<file path="config.mk">
export PLATFORM = sky130hd
export DESIGN_NAME = lcd_frame_scheduler
export DESIGN_NICKNAME = d
export VERILOG_FILES = /design/src/rtl/lcd_frame_scheduler.sv
export SDC_FILE = /design/constraint.sdc
export NUM_CORES = 1
export LEC_CHECK = 0
export CORE_MARGIN = 3
export CORE_UTILIZATION = 30
export DETAILED_ROUTE_END_ITERATION = 6
export MAX_ROUTING_LAYER = met4
export SLEW_MARGIN = 10
export SYNTH_ARGS = -nofsm -noshare
export SYNTH_HDL_FRONTEND = slang
export SYNTH_SLANG_ARGS = --single-unit
</file>
<file path="constraint.sdc">
create_clock -name clk -period 2.62 [get_ports clk]
set_clock_uncertainty 0.05 [all_clocks]
set_input_delay 0.524 -clock clk [delete_from_list [all_inputs] [get_ports clk]]
set_output_delay 0.524 -clock clk [all_outputs]
set_load 0.01 [all_outputs]
</file>
<file path="src/rtl/lcd_frame_scheduler.sv">
// Sequences HD44780 power-up/init, then sweeps char index 0..31 across two rows per frame.
// Optional build macro MODE_CLEAR_EN: clear the panel before the first frame after a mode change.
module lcd_frame_scheduler #(
  parameter int PWR_WAIT  = 50000,
  parameter int E_HIGH    = 10,
  parameter int CMD_WAIT  = 2000,
  parameter int CLR_WAIT  = 80000,
  parameter int NUM_MODES = 4
) (
  input  logic       clk,
  input  logic       rst,
  input  logic       btn_mode,
  input  logic [7:0] char_m0,
  input  logic [7:0] char_m1,
  input  logic [7:0] char_m2,
  input  logic [7:0] char_m3,
  output logic [4:0] index,
  output logic [1:0] mode_sel,
  output logic       lcd_rs,
  output logic       lcd_rw,
  output logic       lcd_e,
  output logic [7:0] lcd_data,
  output logic       frame_done
);

  localparam int MAX_AB = (PWR_WAIT > CLR_WAIT) ? PWR_WAIT : CLR_WAIT;
  localparam int MAX_CD = (CMD_WAIT > E_HIGH) ? CMD_WAIT : E_HIGH;
  localparam int MAXW   = (MAX_AB > MAX_CD) ? MAX_AB : MAX_CD;
  localparam int CW     = $clog2(MAXW + 1);

  typedef enum logic [2:0] {S_PWR, S_INIT, S_ADDR, S_FETCH, S_WRITE, S_CLR} state_t;
  typedef enum logic [1:0] {P_SETUP, P_EH, P_WT} phase_t;

  state_t        state;
  phase_t        ph;
  logic [CW-1:0] cnt;
  logic [1:0]    init_idx;
  logic          pend;

  logic [7:0]    char_sel;
  logic [CW-1:0] wait_len;
  logic [1:0]    mode_next;
  logic          in_write, wr_done, apply;

  function automatic logic [7:0] init_cmd(input logic [1:0] i);
    case (i)
      2'd0:    init_cmd = 8'h38;
      2'd1:    init_cmd = 8'h0C;
      2'd2:    init_cmd = 8'h06;
      default: init_cmd = 8'h01;
    endcase
  endfunction

  always_comb begin
    case (mode_sel)
      2'd0:    char_sel = char_m0;
      2'd1:    char_sel = char_m1;
      2'd2:    char_sel = char_m2;
      default: char_sel = char_m3;
    endcase
  end

  // Only a clear command (rs=0, 0x01) earns the long wait; data byte 0x01 does not.
  assign wait_len  = (!lcd_rs && lcd_data == 8'h01) ? CW'(CLR_WAIT - 1) : CW'(CMD_WAIT - 1);
  assign mode_next = (mode_sel == 2'(NUM_MODES - 1)) ? 2'd0 : mode_sel + 2'd1;
  assign in_write  = (state == S_INIT) || (state == S_ADDR) || (state == S_WRITE) || (state == S_CLR);
  assign wr_done   = in_write && (ph == P_WT) && (cnt == '0);
  assign apply     = pend | btn_mode;
  assign lcd_rw    = 1'b0;

  always_ff @(posedge clk) begin
    if (!rst) begin
      state      <= S_PWR;
      ph         <= P_SETUP;
      cnt        <= '0;
      init_idx   <= '0;
      pend       <= 1'b0;
      index      <= '0;
      mode_sel   <= '0;
      lcd_rs     <= 1'b0;
      lcd_e      <= 1'b0;
      lcd_data   <= 8'h00;
      frame_done <= 1'b0;
    end else begin
      frame_done <= 1'b0;
      if (btn_mode) pend <= 1'b1;

      // Byte write primitive: setup -> E high -> E low wait; rs/data held throughout.
      if (in_write && !wr_done) begin
        case (ph)
          P_SETUP: begin
            lcd_e <= 1'b1;
            ph    <= P_EH;
            cnt   <= CW'(E_HIGH - 1);
          end
          P_EH: begin
            if (cnt == '0) begin
              lcd_e <= 1'b0;
              ph    <= P_WT;
              cnt   <= wait_len;
            end else begin
              cnt <= cnt - CW'(1);
            end
          end
          default: cnt <= cnt - CW'(1);
        endcase
      end

      case (state)
        S_PWR: begin
          if (cnt == CW'(PWR_WAIT - 1)) begin
            state    <= S_INIT;
            init_idx <= 2'd0;
            ph       <= P_SETUP;
            lcd_rs   <= 1'b0;
            lcd_data <= init_cmd(2'd0);
          end else begin
            cnt <= cnt + CW'(1);
          end
        end
        S_INIT: begin
          if (wr_done) begin
            ph     <= P_SETUP;
            lcd_rs <= 1'b0;
            if (init_idx == 2'd3) begin
              state    <= S_ADDR;
              lcd_data <= 8'h80;
            end else begin
              init_idx <= init_idx + 2'd1;
              lcd_data <= init_cmd(init_idx + 2'd1);
            end
          end
        end
        S_CLR: begin
          if (wr_done) begin
            state    <= S_ADDR;
            ph       <= P_SETUP;
            lcd_rs   <= 1'b0;
            lcd_data <= 8'h80;
          end
        end
        S_ADDR: begin
          if (wr_done) begin
            state <= S_FETCH;
            cnt   <= '0;
          end
        end
        S_FETCH: begin
          // Two cycles: index reaches the source register, then its output settles.
          if (cnt == CW'(1)) begin
            state    <= S_WRITE;
            ph       <= P_SETUP;
            lcd_rs   <= 1'b1;
            lcd_data <= char_sel;
          end else begin
            cnt <= cnt + CW'(1);
          end
        end
        S_WRITE: begin
          if (wr_done) begin
            if (index == 5'd15) begin
              index    <= 5'd16;
              state    <= S_ADDR;
              ph       <= P_SETUP;
              lcd_rs   <= 1'b0;
              lcd_data <= 8'hC0;
            end else if (index == 5'd31) begin
              frame_done <= 1'b1;
              index      <= 5'd0;
              ph         <= P_SETUP;
              lcd_rs     <= 1'b0;
              if (apply) begin
                mode_sel <= mode_next;
                pend     <= 1'b0;
              end
`ifdef MODE_CLEAR_EN
              if (apply) begin
                state    <= S_CLR;
                lcd_data <= 8'h01;
              end else begin
                state    <= S_ADDR;
                lcd_data <= 8'h80;
              end
`else
              state    <= S_ADDR;
              lcd_data <= 8'h80;
`endif
            end else begin
              index <= index + 5'd1;
              state <= S_FETCH;
              cnt   <= '0;
            end
          end
        end
        default: state <= S_PWR;
      endcase
    end
  end

endmodule

</file>
# After elaboration in Yosys (flattened, before gate mapping)
# Cells that the tools add are included.
# classes
add_sub_neg	5
eq_ne	29
mux	65
n_bitwise	5
n_reduce_logical	27
# ops
operator	count
$mux 17	9
$pmux 17 s4	1
$mux 8	8
$pmux 8 s5	1
$pmux 17 s2	1
$mux 2	12
$pmux 8 s3	1
$mux 3	7
$pmux 3 s6	1
$pmux 6 s3	1
$add 17x1->17 const B	1
$eq 17x1->1 const B	1
$eq 17x16->1 const B	1
$logic_not 17->1	1
$sub 17x1->17 const B	1
$mux 1	16
$ne 2x2->1 const B	8
$reduce_and 7->1	2
$eq 2x2->1 const B	5
$mux 5	2
$eq 8x1->1 const B	1
$pmux 2 s2	2
$pmux 2 s4	1
$eq 2x1->1 const B	3
28 further kinds	44
# word_totals
ff_bits	43
inputBits	35
output_inout_bits	19
word_cells	142

# Depth between registers and ports, before layout
# Gate-level depths: netlist (run 1).
# depth
depth_word	13
mapped_depth	11
mapped_depth_nobuf	9

# Worst setup path after synthesis (run 1)
# No wires, ideal clock.
# synth_path
kind	register to register
from	register index[0]
to	register cnt[7]
setup_time_ns	0.120
arrival_ns	2.237
required_ns	2.450
setup_slack_ns	0.213
stages_incl_launch_ff	10
n_path_buf	0
synth_period_minus_slack_ns	2.407
cell_sequence	dfxtp_1 ha_1 and3_1 ha_1 or2_0 nor4_1 o32ai_2 nand2_2 o21ai_0 a211o_1
# synth_between
elab_chain_len	5
word_cells_on_any_way	6
classes_between	eq/ne (2); mux (4)
# synth_rtl
item	line	rtl
start: declaration	17	output logic [4:0] index,
start signal: assignment	189	index <= index + 5'd1;
$eq 5x5->1	167	end else if (index == 5'd31) begin
$mux 17	167	
$mux 17 (*)	161	if (index == 5'd15) begin
$mux 17 (*)	160	if (wr_done) begin
$pmux 17 s4 (*)	109	case (state)
end signal: assignment	105	default: cnt <= cnt - CW'(1);
end signal: assignment	118	cnt <= cnt + CW'(1);
end signal: assignment	156	cnt <= cnt + CW'(1);
end: declaration	36	logic [CW-1:0] cnt;
# Mark *: on every way between the ends. The rest lies on a longest branch, timed or not.
# A chain may end at the register's enable or synchronous reset.

# Worst setup path in the final report (run 1)
# layout_path
from	register cnt[2]
to	register cnt[5]
# layout_between
elab_chain_len	9
word_cells_on_any_way	18
classes_between	add/sub (2); eq/ne (2); mux (10); reduce/logical (4)
# layout_rtl
item	line	rtl
start signal: assignment	94	cnt <= CW'(E_HIGH - 1);
start signal: assignment	100	cnt <= wait_len;
start signal: assignment	102	cnt <= cnt - CW'(1);
parallel branches: the longest is 8 deep, another holds $sub 17x1->17	-	
$pmux 17 s4 (*)	109	
# Every way passes the cells marked *.

==> flow_summary.rst, run 1 <==
.. list-table::
   :header-rows: 1

   * - Metric
     - Value
   * - Congestion Overflow GR
     - 0
   * - EDFF count, synth
     - 0
   * - Required arrival time at the worst endpoint
     - approximately 2.8 ns
   * - Via count of the first global-routing pass
     - around 3800
   * - Routed met1 length
     - 4920 um
   * - Synthesized-area fraction occupied by xor and xnor cells
     - between 3 and 4%
   * - Commonest non-fill, non-tap cell in the layout
     - buf_4
   * - Crit start category
     - flip-flop
   * - Total wire length
     - 11500 um
   * - Final routed wire length divided by cell count
     - 16.8 um
   * - Clock transition at the register clock pins on the worst setup and hold paths after CTS
     - 0.07 ns
   * - H-tree Lvls
     - 2
   * - Post-route worst setup slack
     - 0.0457 ns
   * - Max layer used
     - met4
   * - R2r startpoint
     - cnt[2]
   * - Largest net degree at the start of global routing
     - 17
   * - Cell area after technology mapping
     - 0.00341 sq mm
   * - Achievable frequency
     - 0.388 GHz
   * - Post-synthesis sequential area ratio
     - 25.2%
   * - Cell row count
     - 38
   * - Fillcell total
     - 1101
   * - Number of clock buffers inserted by TritonCTS
     - 5
   * - Synth Register Bits
     - 43
   * - Proportion of layout cells with a drive suffix above 1
     - 15.2%
   * - Clock tree from TritonCTS
     - done
   * - Arrival time of the worst setup path
     - 2.76 ns
   * - Post-CTS Hold Buffers
     - 0
   * - Final min period
     - 2.57 ns
   * - Initial Util
     - 31.1%
   * - Number of setup buffers added after CTS
     - 0
   * - Simple-gate portion of the synthesized area
     - 32.2%
   * - Main flop type after synthesis
     - dfxtp_1
   * - Post-cts gate resize count
     - 0
   * - Number of buffers inserted by port buffering
     - 52
   * - End of the worst hold path
     - lcd_data[3]
   * - Post-DR vias/cell
     - 5.58
   * - DIE WIDTH
     - 113 um
   * - Worst rel slew slack
     - 54.0%
   * - Setup violation total in the final timing report
     - 0
   * - GRT Resource Usage Total
     - 18.2%
   * - Met3 Wirelength
     - 788 um
   * - Transition time at the pin with the least slew margin
     - between 0.6 and 0.7 ns
   * - Worst vdd ir
     - 0.000230 V
   * - Setup repair after global routing missed its margin
     - true
   * - Final #Nets
     - about 600
   * - Type of the setup path with the least slack
     - reg2reg
   * - Wire length of the first global-routing pass
     - 18500 um
   * - Average footprint of a synthesized cell
     - 7.40 sq um
   * - Min-Delay Path Class
     - reg2reg
   * - Async set-or-reset flop fraction in the synthesized netlist
     - 0%
   * - Start point of the worst hold path
     - lcd_data[3]
   * - N_diodes
     - 0
   * - Met2 routed wirelength
     - around 5500 um
   * - Critical Path End Type
     - flip-flop
   * - Post-synthesis mux area share
     - 1.76%
   * - Total power per unit cell area
     - 432 mW/mm^2
   * - Insertion delay to the later sink of the worst-skew pair
     - between 0.2 and 0.3 ns
   * - Number of distinct library cells after synthesis
     - 65
   * - Result of the run
     - finished, final reports clean
   * - Synth Warn #
     - 0
   * - Share of the clock period used by the worst path
     - 98.3%
   * - Setup slack on the worst flop-to-flop path
     - between 0.04 and 0.05 ns
   * - Gate Count Post-Synth
     - between 400 and 500
   * - Worst R2R Path Depth
     - 7
   * - Endpoint of the worst register-to-register path
     - cnt[5]
   * - Synth Net Count
     - around 510
   * - Deepest clock path buffer count
     - 2
   * - Routability Congestion
     - 0.983
   * - Total vias in the final route
     - 3823
   * - Area added between synthesis and finish
     - 33.6%
   * - Die Height
     - roughly 110 um
   * - Cell chosen for the clock root
     - clkbuf_16
   * - Dominant combinational cell family by area after synthesis
     - simple AND/OR/NAND/NOR gates
   * - Die Footprint
     - 0.0127 sq mm
   * - Final count of pins violating max slew
     - 0
   * - I/O pin total
     - 54
   * - Maximum net fanout on the critical path
     - 7
   * - Max-capacitance violation count
     - 0
   * - Worst Hold Depth
     - 2
   * - Adder-cell share of the synthesized area
     - 5.87%
   * - Most frequent cells in the layout
     - buf_4, nand2_1, clkdlybuf4s50_1
   * - Share of the core filled with cells
     - about 41%
   * - Leakage power of the design
     - 0.00177 uW
   * - First-pass DRT Iterations
     - 6
   * - Setup slack after placement
     - 0.0546 ns
   * - Number of design rule violations left after detail routing
     - 0
   * - Area of the core
     - 0.0110 sq mm
   * - Half-perimeter wire length after placement
     - between 8000 and 9000 um
   * - Final antenna-violating net count
     - 0
   * - Number of antenna violations at the first check in global routing
     - 0
   * - Share of the synthesized area in compound gates (AO/OA/AOI/OAI)
     - 24.8%
   * - Count of final hold-check violations
     - 0
   * - Total clock sinks
     - 43
   * - Detailed router's first-iteration violation count
     - 259
## synthesized netlist by cell type (all sizes together), types with 2 or more instances
cell,n,share of area [%]
a21oi,28,4.2
a21boi,9,2.0
o31ai,4,1.0
o22ai,9,1.7
nand2,55,6.1
buf,11,2.5
clkbuf,24,2.6
nor4,16,4.6
o32a,2,0.59
nor3,17,2.5
xor2,5,1.3
a211oi,3,0.66
and4,4,1.0
nor3b,2,0.44
dfxtp,43,25
nor2,38,4.2
a221oi,3,0.95
mux2i,6,1.8
a31oi,8,1.5
o32ai,4,1.2
o21ai,37,5.4
a222oi,8,2.3
nor2b,9,1.7
a211o,3,0.77
ha,16,5.9
inv,15,1.7
o221ai,2,0.51
nand4,10,2.3
or2,4,0.73
and2,8,1.5
or4,6,1.3
nand3,22,3.2
xnor2,7,1.8
and3,4,0.73
or3,4,0.73
## worst max-delay path: stages, from the launching register on
cell and delay, ns:
dfxtp_1 0.40, nor4_4 0.41, and4_1 0.30, a31oi_1 0.14
o32ai_2 0.58, nand2_2 0.20, o32a_1 0.39, nand2_1 0.05
## stage by stage
stage	hold slack [ns]	setup TNS (ns)	instances	power, uW	cell area, sq um
after floorplan	0.414	0	461	980	3410
after global placement	0.419	0	677	1220	4370
after detailed placement	0.422	0	677	1220	4370
after CTS	0.437	0	685	1970	4550
after global routing	0.460	-0.393	685	2050	4560
final	0.437	0	685	1970	4560
## layout make-up
class / instances / area, sq um / share of cell area, %
flip-flops and latches: 43 / 861 / 18.9
repair buffers: 111 / 963 / 21.1
clock buffers: 5 / 125 / 2.75
multi-input cells: 367 / 2320 / 51.0
inverters: 16 / 60.1 / 1.32
clock inverters: 3 / 47.5 / 1.04
well taps: 140 / 175 / 3.85
## worst max path at each step
| stage | from | slack, ns | to |
|---|---|---|---|
| CTS | index[1] | 0.03 | cnt[7] |
| detailed placement | index[1] | 0.05 | cnt[7] |
| finish | cnt[2] | 0.05 | cnt[5] |
| global placement | cnt[0] | 0.13 | lcd_data[7] |
| global route | cnt[2] | -0.12 | cnt[5] |
| floorplan | index[0] | 0.21 | cnt[7] |
## layer usage
layer	global-route usage, %	vias to the layer above
met3	3.99	34
met1	21.9	1777
met5	-	-
met4	5.45	0
li1	-	1864
met2	30.4	148
## logic make-up (layout without fill, tap and decap cells)
group                      count (synthesis)  in the layout
DFF                                       43             43
adders and majority gates                 16             16
AOI/OAI and AO/OA                        128            128
buffers and inverters                     51            135
and+or+nand+nor                          204            204
muxes                                      6              6
xor gates and xnor gates                  12             12
other                                      1              1
## power by group
part / total, uW / internal [uW] / switching, uW
logic: 533 / 235 / 298
clock network: 751 / 456 / 295
registers: 686 / 668 / 18.1
## flip-flops by register name, summed over array words and instances (netlist names)
| name | count |
|---|---|
| lcd_e | 1 |
| index | 5 |
| frame_done | 1 |
| init_idx | 2 |
| ph | 2 |
| lcd_data | 8 |
| pend | 1 |
| lcd_rs | 1 |
| mode_sel | 2 |
| cnt | 17 |
| state | 3 |
No activity file was read; power rests on OpenSTA's default activity.
==> inputs of run 2 (changes only) <==
- ABC_AREA: default -> 1
- CAP_MARGIN: default -> 15
==> run 2 against run 1 <==
  * Cell area shrank 2.6%
  * Worst hold slack gained 0.020 ns
  * Global-route usage shrank 0.72 points
  * Register-to-register slack gained 0.24 ns
  * Synthesized area grew 8.5%
  * Critical path type unchanged
  * Critical endpoint is now lcd_data[6]
  * Largest cell class unchanged
  * Largest power group is now combinational logic
==> flow_summary.rst, run 2 <==
.. list-table::
   :header-rows: 1

   * - Metric
     - Value
   * - Min-Delay Path Class
     - reg2reg
   * - Met1 Track Usage GR
     - 23.2%
   * - EDFF count, synth
     - 0
   * - Final min period
     - around 2.3 ns
   * - Area of the multi-input gates
     - ~0.0025 sq mm
   * - H-tree Lvls
     - 2
   * - Post-cts gate resize count
     - 0
   * - Number of design rule violations left after detail routing
     - 0
   * - First-pass DRT Iterations
     - 4
   * - Wire length of the first global-routing pass
     - 18700 um
   * - Main flop type after synthesis
     - dfxtp_1
   * - Setup violation total in the final timing report
     - 0
   * - Clock transition at the register clock pins on the worst setup and hold paths after CTS
     - 0.07 ns
   * - Global routing's busiest layer
     - met2
   * - Number of clock buffers inserted by TritonCTS
     - 5
   * - Number of buffers inserted by port buffering
     - 52
   * - Cell area after technology mapping
     - 0.00370 sq mm
   * - GR Util met2
     - around 28%
   * - Register ranked first by flip-flop count
     - cnt
   * - Final total negative setup slack
     - 0 ns
   * - Congestion Overflow GR
     - 0
   * - Fraction of post-synthesis cell area in the top cell type by area
     - 23.3%
   * - Cell row count
     - 39
   * - Final count of pins violating max slew
     - 0
   * - Final #Nets
     - ~690
   * - Final antenna-violating net count
     - 0
   * - Type of the setup path with the least slack
     - reg2reg
   * - Setup slack on the worst flop-to-flop path
     - 0.29 ns
   * - Most frequent cells in the layout
     - nand2_1, nor2_1, inv_1
   * - Commonest non-fill, non-tap cell in the layout
     - nand2_1
   * - Number of distinct library cells after synthesis
     - 43
   * - Setup repair after global routing missed its margin
     - false
   * - Area occupied by registers
     - 861 sq um
   * - Deepest clock path buffer count
     - 2
   * - R2r startpoint
     - index[0]
   * - Critical Path End Type
     - flip-flop
   * - Synth Register Bits
     - 43
   * - Synth Warn #
     - 0
   * - Required arrival time at the worst endpoint
     - between 2 and 3 ns
   * - Share of the clock period used by the worst path
     - around nine tenths
   * - Post-route worst setup slack
     - between 0.2 and 0.3 ns
   * - Setup slack after placement
     - 0.305 ns
   * - Commonest cells post-synth
     - nand2_1, nor2_1, inv_1
   * - Async set-or-reset flop fraction in the synthesized netlist
     - 0%
   * - Clock tree from TritonCTS
     - done
   * - GRT met3 Usage
     - 2.78%
   * - Number of antenna violations at the first check in global routing
     - 0
   * - Transition time at the pin with the least slew margin
     - roughly 0.56 ns
   * - Area added between synthesis and finish
     - 19.9%
   * - Total wire length
     - 11000 um
   * - Maximum net fanout on the critical path
     - 9
   * - Average footprint of a synthesized cell
     - slightly above 6 sq um
   * - Die Footprint
     - 0.0137 sq mm
   * - Post-synthesis sequential area ratio
     - 23.3%
   * - N_diodes
     - 0
   * - GRT Resource Usage Total
     - 17.5%
   * - Max FFs per register
     - 17
   * - Most frequently used cell type in the post-synthesis netlist
     - nand2_1
   * - Achievable frequency
     - 0.429 GHz
   * - Initial Util
     - 31.6%
   * - End of the worst hold path
     - lcd_e
   * - Proportion of layout cells with a drive suffix above 1
     - about 8%
   * - Number of setup buffers added after CTS
     - 0
   * - I/O pin total
     - 54
   * - Area of the core
     - 0.0117 sq mm
   * - Leakage power of the design
     - 0.00189 uW
   * - Final routed wire length divided by cell count
     - about 14 um
   * - Biggest area consumer among synthesized cells
     - dfxtp_1
   * - Worst rel slew slack
     - 62.6%
   * - DIE WIDTH
     - 117 um
   * - Worst vdd ir
     - 0.000510 V
   * - Start point of the worst hold path
     - lcd_e
   * - Biggest area contributors in the synthesized netlist
     - dfxtp_1, nand2_1, nor2_1
   * - Count of final hold-check violations
     - 0
   * - Crit start category
     - flip-flop
   * - Leading registers by flop count
     - cnt x17, lcd_data x8, index x5
   * - Largest net degree at the start of global routing
     - 28
   * - Synth Net Count
     - between 600 and 700
   * - Total power per unit cell area
     - 988 mW/mm^2
   * - Arrival time of the worst setup path
     - 2.50 ns
   * - Gate Count Post-Synth
     - 594
   * - Worst Hold Depth
     - 2
   * - Insertion delay to the later sink of the worst-skew pair
     - 0.30 ns
   * - Fillcell total
     - 1258
   * - Max-capacitance violation count
     - 0
   * - Half-perimeter wire length after placement
     - 8480 um
   * - Routability Congestion
     - roughly 0.96
   * - Post-CTS Hold Buffers
     - 0
   * - Endpoint of the worst register-to-register path
     - lcd_data[6]
   * - Worst R2R Path Depth
     - 12
   * - Total clock sinks
     - 43
   * - Detailed router's first-iteration violation count
     - 292
   * - Total vias in the final route
     - 3916
   * - Die Height
     - 117 um
   * - Cell chosen for the clock root
     - clkbuf_16
   * - Post-DR vias/cell
     - 5.03
   * - Result of the run
     - finished, final reports clean
   * - Via count of the first global-routing pass
     - 3894
[run 2: logic make-up after synthesis]
group	Yosys count	share of synthesized area, %
AND/OR/NAND/NOR	339	43.3
buffers and inverters	85	10.4
adder cells (fa/ha/maj)	16	5.41
XOR/XNOR	17	4.02
flip-flops	43	23.3
AO/OA/AOI/OAI	93	13.5
other	1	0.101
[run 2: layout make-up]
type,instances,area share (%)
timing repair buffer,58,12.7
multi-input combinational,466,55.3
clock buffer,5,2.82
inverter,61,5.16
tap,143,4.03
sequential,43,19.4
clock inverter,3,0.564
[run 2: stage by stage]
| stage | std cells | hold WS [ns] | util [%] | total power (uW) | area [sq um] |
|---|---|---|---|---|---|
| final | 779 | 0.457 | 37.9 | 4380 | 4440 |
| after global routing | 779 | 0.485 | 37.9 | 4770 | 4440 |
| after CTS | 779 | 0.457 | 37.9 | 4380 | 4440 |
| after detailed placement | 771 | 0.435 | 36.6 | 3700 | 4290 |
| after global placement | 771 | 0.436 | 36.6 | 3680 | 4290 |
| after floorplan | 594 | 0.440 | - | 3050 | 3700 |
[run 2: how the worst max path moves through the flow]
stage	cells after the start	slack [ns]	start	to
after detailed placement	11	0.30	index[0]	cnt[6]
after CTS	11	0.28	index[0]	cnt[6]
after global routing	12	0.04	index[0]	lcd_data[6]
after global placement	11	0.31	index[0]	cnt[6]
final	12	0.29	index[0]	lcd_data[6]
after floorplan	12	0.60	index[0]	lcd_data[3]
[run 2: critical path, stage by stage, from the launching register on]
cell and delay (ns):
dfxtp_1 0.35, ha_1 0.23, and3_1 0.21, ha_1 0.27, nor2_1 0.15, inv_1 0.07, nor2_1 0.23, inv_1 0.07
nand3_1 0.14, nor2_4 0.09, nand2_4 0.12, nand2_2 0.10, o21ai_0 0.18
[run 2: where the power goes]
part	switching [uW]	internal, uW	total, uW
logic	1880	939	2810
registers	157	758	915
clock network	297	357	654
[run 2: per-layer routing]
| metal | vias up | wire, um |
|---|---|---|
| met1 | 1758 | 5270 |
| met3 | 21 | 594 |
| met4 | 0 | 192 |
| met2 | 122 | 4960 |
| li1 | 2015 | - |
| met5 | - | 0 |
==> inputs of run 3 (changes only) <==
- CORE_ASPECT_RATIO: default -> 0.7
- CTS_CLUSTER_SIZE: default -> 24
==> run 3 against run 2 <==
  * Utilization decreased by 0.13 points
  * Largest cell class unchanged
  * Die area up 0.16%
  * Power grew 4.8%
  * First-iteration DRC count increased by 54%
  * Register-to-register slack hardly changed
  * Wire length increased by 3.4%
  * Sequential power barely moved
  * Worst setup slack better by 0.0019 ns
  * Worst hold slack got worse by 0.0079 ns
  * Count of clock-buffer cells in the layout did not move
  * Clock power is 28% higher
  * Largest power group unchanged
  * Sequential cell count stayed put
==> flow_summary.rst, run 3 (synthesized netlist as in run 2, its figures left out) <==
.. list-table::
   :header-rows: 1

   * - Metric
     - Value
   * - Result of the run
     - finished, final reports clean
   * - Required arrival time at the worst endpoint
     - about 2.8 ns
   * - Cell chosen for the clock root
     - clkbuf_16
   * - Setup violation total in the final timing report
     - 0
   * - Leakage power of the design
     - 0.00190 uW
   * - Half-perimeter wire length after placement
     - 8910 um
   * - Number of antenna violations at the first check in global routing
     - 0
   * - Die Footprint
     - 0.0137 sq mm
   * - Final min period
     - 2.33 ns
   * - N_diodes
     - 0
   * - Max layer used
     - met4
   * - Final #Nets
     - 685
   * - Clock transition at the register clock pins on the worst setup and hold paths after CTS
     - 0.07 ns
   * - Number of clock buffers inserted by TritonCTS
     - 5
   * - Final count of pins violating max slew
     - 0
   * - Wire length of the first global-routing pass
     - between 15000 and 20000 um
   * - Cells along the critical path
     - ha_1 > and3_1 > ha_1 > nor2_1 > inv_1 > nand2_1 > nand3_2 > nand2_4 > nand3_2 > o21ai_0 > nor2_1
   * - Cell family with most CP delay
     - simple AND/OR/NAND/NOR gates
   * - Area of the core
     - 0.0119 sq mm
   * - Transition time at the pin with the least slew margin
     - roughly 0.53 ns
   * - Critical Path End Type
     - flip-flop
   * - Leading registers by flop count
     - cnt x17, lcd_data x8, index x5
   * - Deepest clock path buffer count
     - 2
   * - Delay of the slowest critical-path stage
     - 0.35 ns
   * - Via count of the first global-routing pass
     - 3556
   * - Number of setup buffers added after CTS
     - 0
   * - Largest net degree at the start of global routing
     - 28
   * - Number of buffers inserted by port buffering
     - 52
   * - Area added between synthesis and finish
     - 21.3%
   * - Max-capacitance violation count
     - 0
   * - DIE WIDTH
     - between 100 and 150 um
   * - Maximum net fanout on the critical path
     - 12
   * - Initial Util
     - 31.1%
   * - Commonest non-fill, non-tap cell in the layout
     - nand2_1
   * - Met2 routed wirelength
     - 4570 um
   * - CP max stage cell
     - dfxtp_1
   * - Die Height
     - 98.9 um
   * - Share of the clock period used by the worst path
     - 88.8%
   * - Proportion of layout cells with a drive suffix above 1
     - roughly 8%
   * - Worst vdd ir
     - between 0.0005 and 0.0006 V
   * - Count of final hold-check violations
     - 0
   * - Insertion delay to the later sink of the worst-skew pair
     - 0.29 ns
   * - Buffering stage count on the worst path with inverters included
     - 1
   * - Total vias in the final route
     - 3976
   * - Post-DR vias/cell
     - 5.02
   * - Arrival time of the worst setup path
     - 2.46 ns
   * - Total power per unit cell area
     - 1020 mW/mm^2
   * - Final routed wire length divided by cell count
     - approximately 14 um
   * - Met3 Wirelength
     - 775 um
   * - Crit start category
     - flip-flop
   * - Final antenna-violating net count
     - 0
   * - Post-cts gate resize count
     - 0
   * - Achievable frequency
     - 0.430 GHz
   * - Type of the setup path with the least slack
     - reg2reg
   * - Register ranked first by flip-flop count
     - cnt
   * - Share of the core filled with cells
     - 37.8%
   * - Post-CTS Hold Buffers
     - 0
   * - Number of design rule violations left after detail routing
     - 0
   * - GRT Resource Usage Total
     - ~17%
   * - Min-Delay Path Class
     - reg2reg
   * - Congestion Overflow GR
     - 0
   * - Max FFs per register
     - 17
   * - Total clock sinks
     - 43
   * - Final total negative setup slack
     - 0 ns
   * - Worst rel slew slack
     - 64.6%
   * - Routed met1 length
     - 5970 um
   * - First-pass DRT Iterations
     - 5
   * - I/O pin total
     - 54
   * - Detailed router's first-iteration violation count
     - 450
   * - Most frequent cells in the layout
     - nand2_1, nor2_1, inv_1
   * - Clock tree from TritonCTS
     - done
   * - Setup repair after global routing missed its margin
     - false
   * - Cell row count
     - 33
   * - H-tree Lvls
     - 2
   * - Total wire length
     - 11400 um
   * - Routability Congestion
     - between 0.9 and 1
## run 3: area by class of cell
type	instances	area [sq um]
tap	157	196
sequential	43	861
fill	1250	7400
multi-input combinational	466	2450
clock buffer	5	125
inverter	61	229
timing repair buffer	57	558
clock inverter	3	67.6
## run 3: routing by layer
metal / vias to the layer above / GRT usage [%]
li1: 2005 / -
met1: 1825 / 26.6
met2: 140 / 23.0
met3: 6 / 2.23
met4: 0 / 3.23
met5: - / -
## run 3: through the flow
stage	hold WS, ns	std cells	total power (uW)	setup WS [ns]	cell area, sq um
floorplan	0.440	594	3050	0.600	3700
global placement	0.435	784	3680	0.323	4300
detailed placement	0.441	784	3680	0.294	4300
CTS	0.451	792	4550	0.294	4490
global route	0.489	792	4970	0.0911	4490
finish	0.449	792	4590	0.292	4490
## run 3: report_power, final
part           internal [uW]  total (uW)  switching (uW)  leakage [uW]
clock network            547         838             291     0.0000900
logic                    924        2840            1920       0.00146
registers                758         918             160      0.000349
## run 3: worst paths after layout
kind	from	to	slack (ns)	depth (start not counted)
worst max-delay path	index[0]	cnt[6]	0.29	11
worst min-delay path	lcd_data[7]	lcd_data[7]	0.45	2
worst max register to register	index[0]	cnt[6]	0.29	11
worst min register to register	lcd_data[7]	lcd_data[7]	0.45	2
## run 3: worst reg2reg max path: cells and delay by family (launching register included)
kind | cells | cell delay (ns)
and+or+nand+nor | 7 | 0.99
adders and majority gates | 2 | 0.49
DFF | 1 | 0.35
AOI/OAI and AO/OA | 1 | 0.25
buffers and inverters | 1 | 0.08
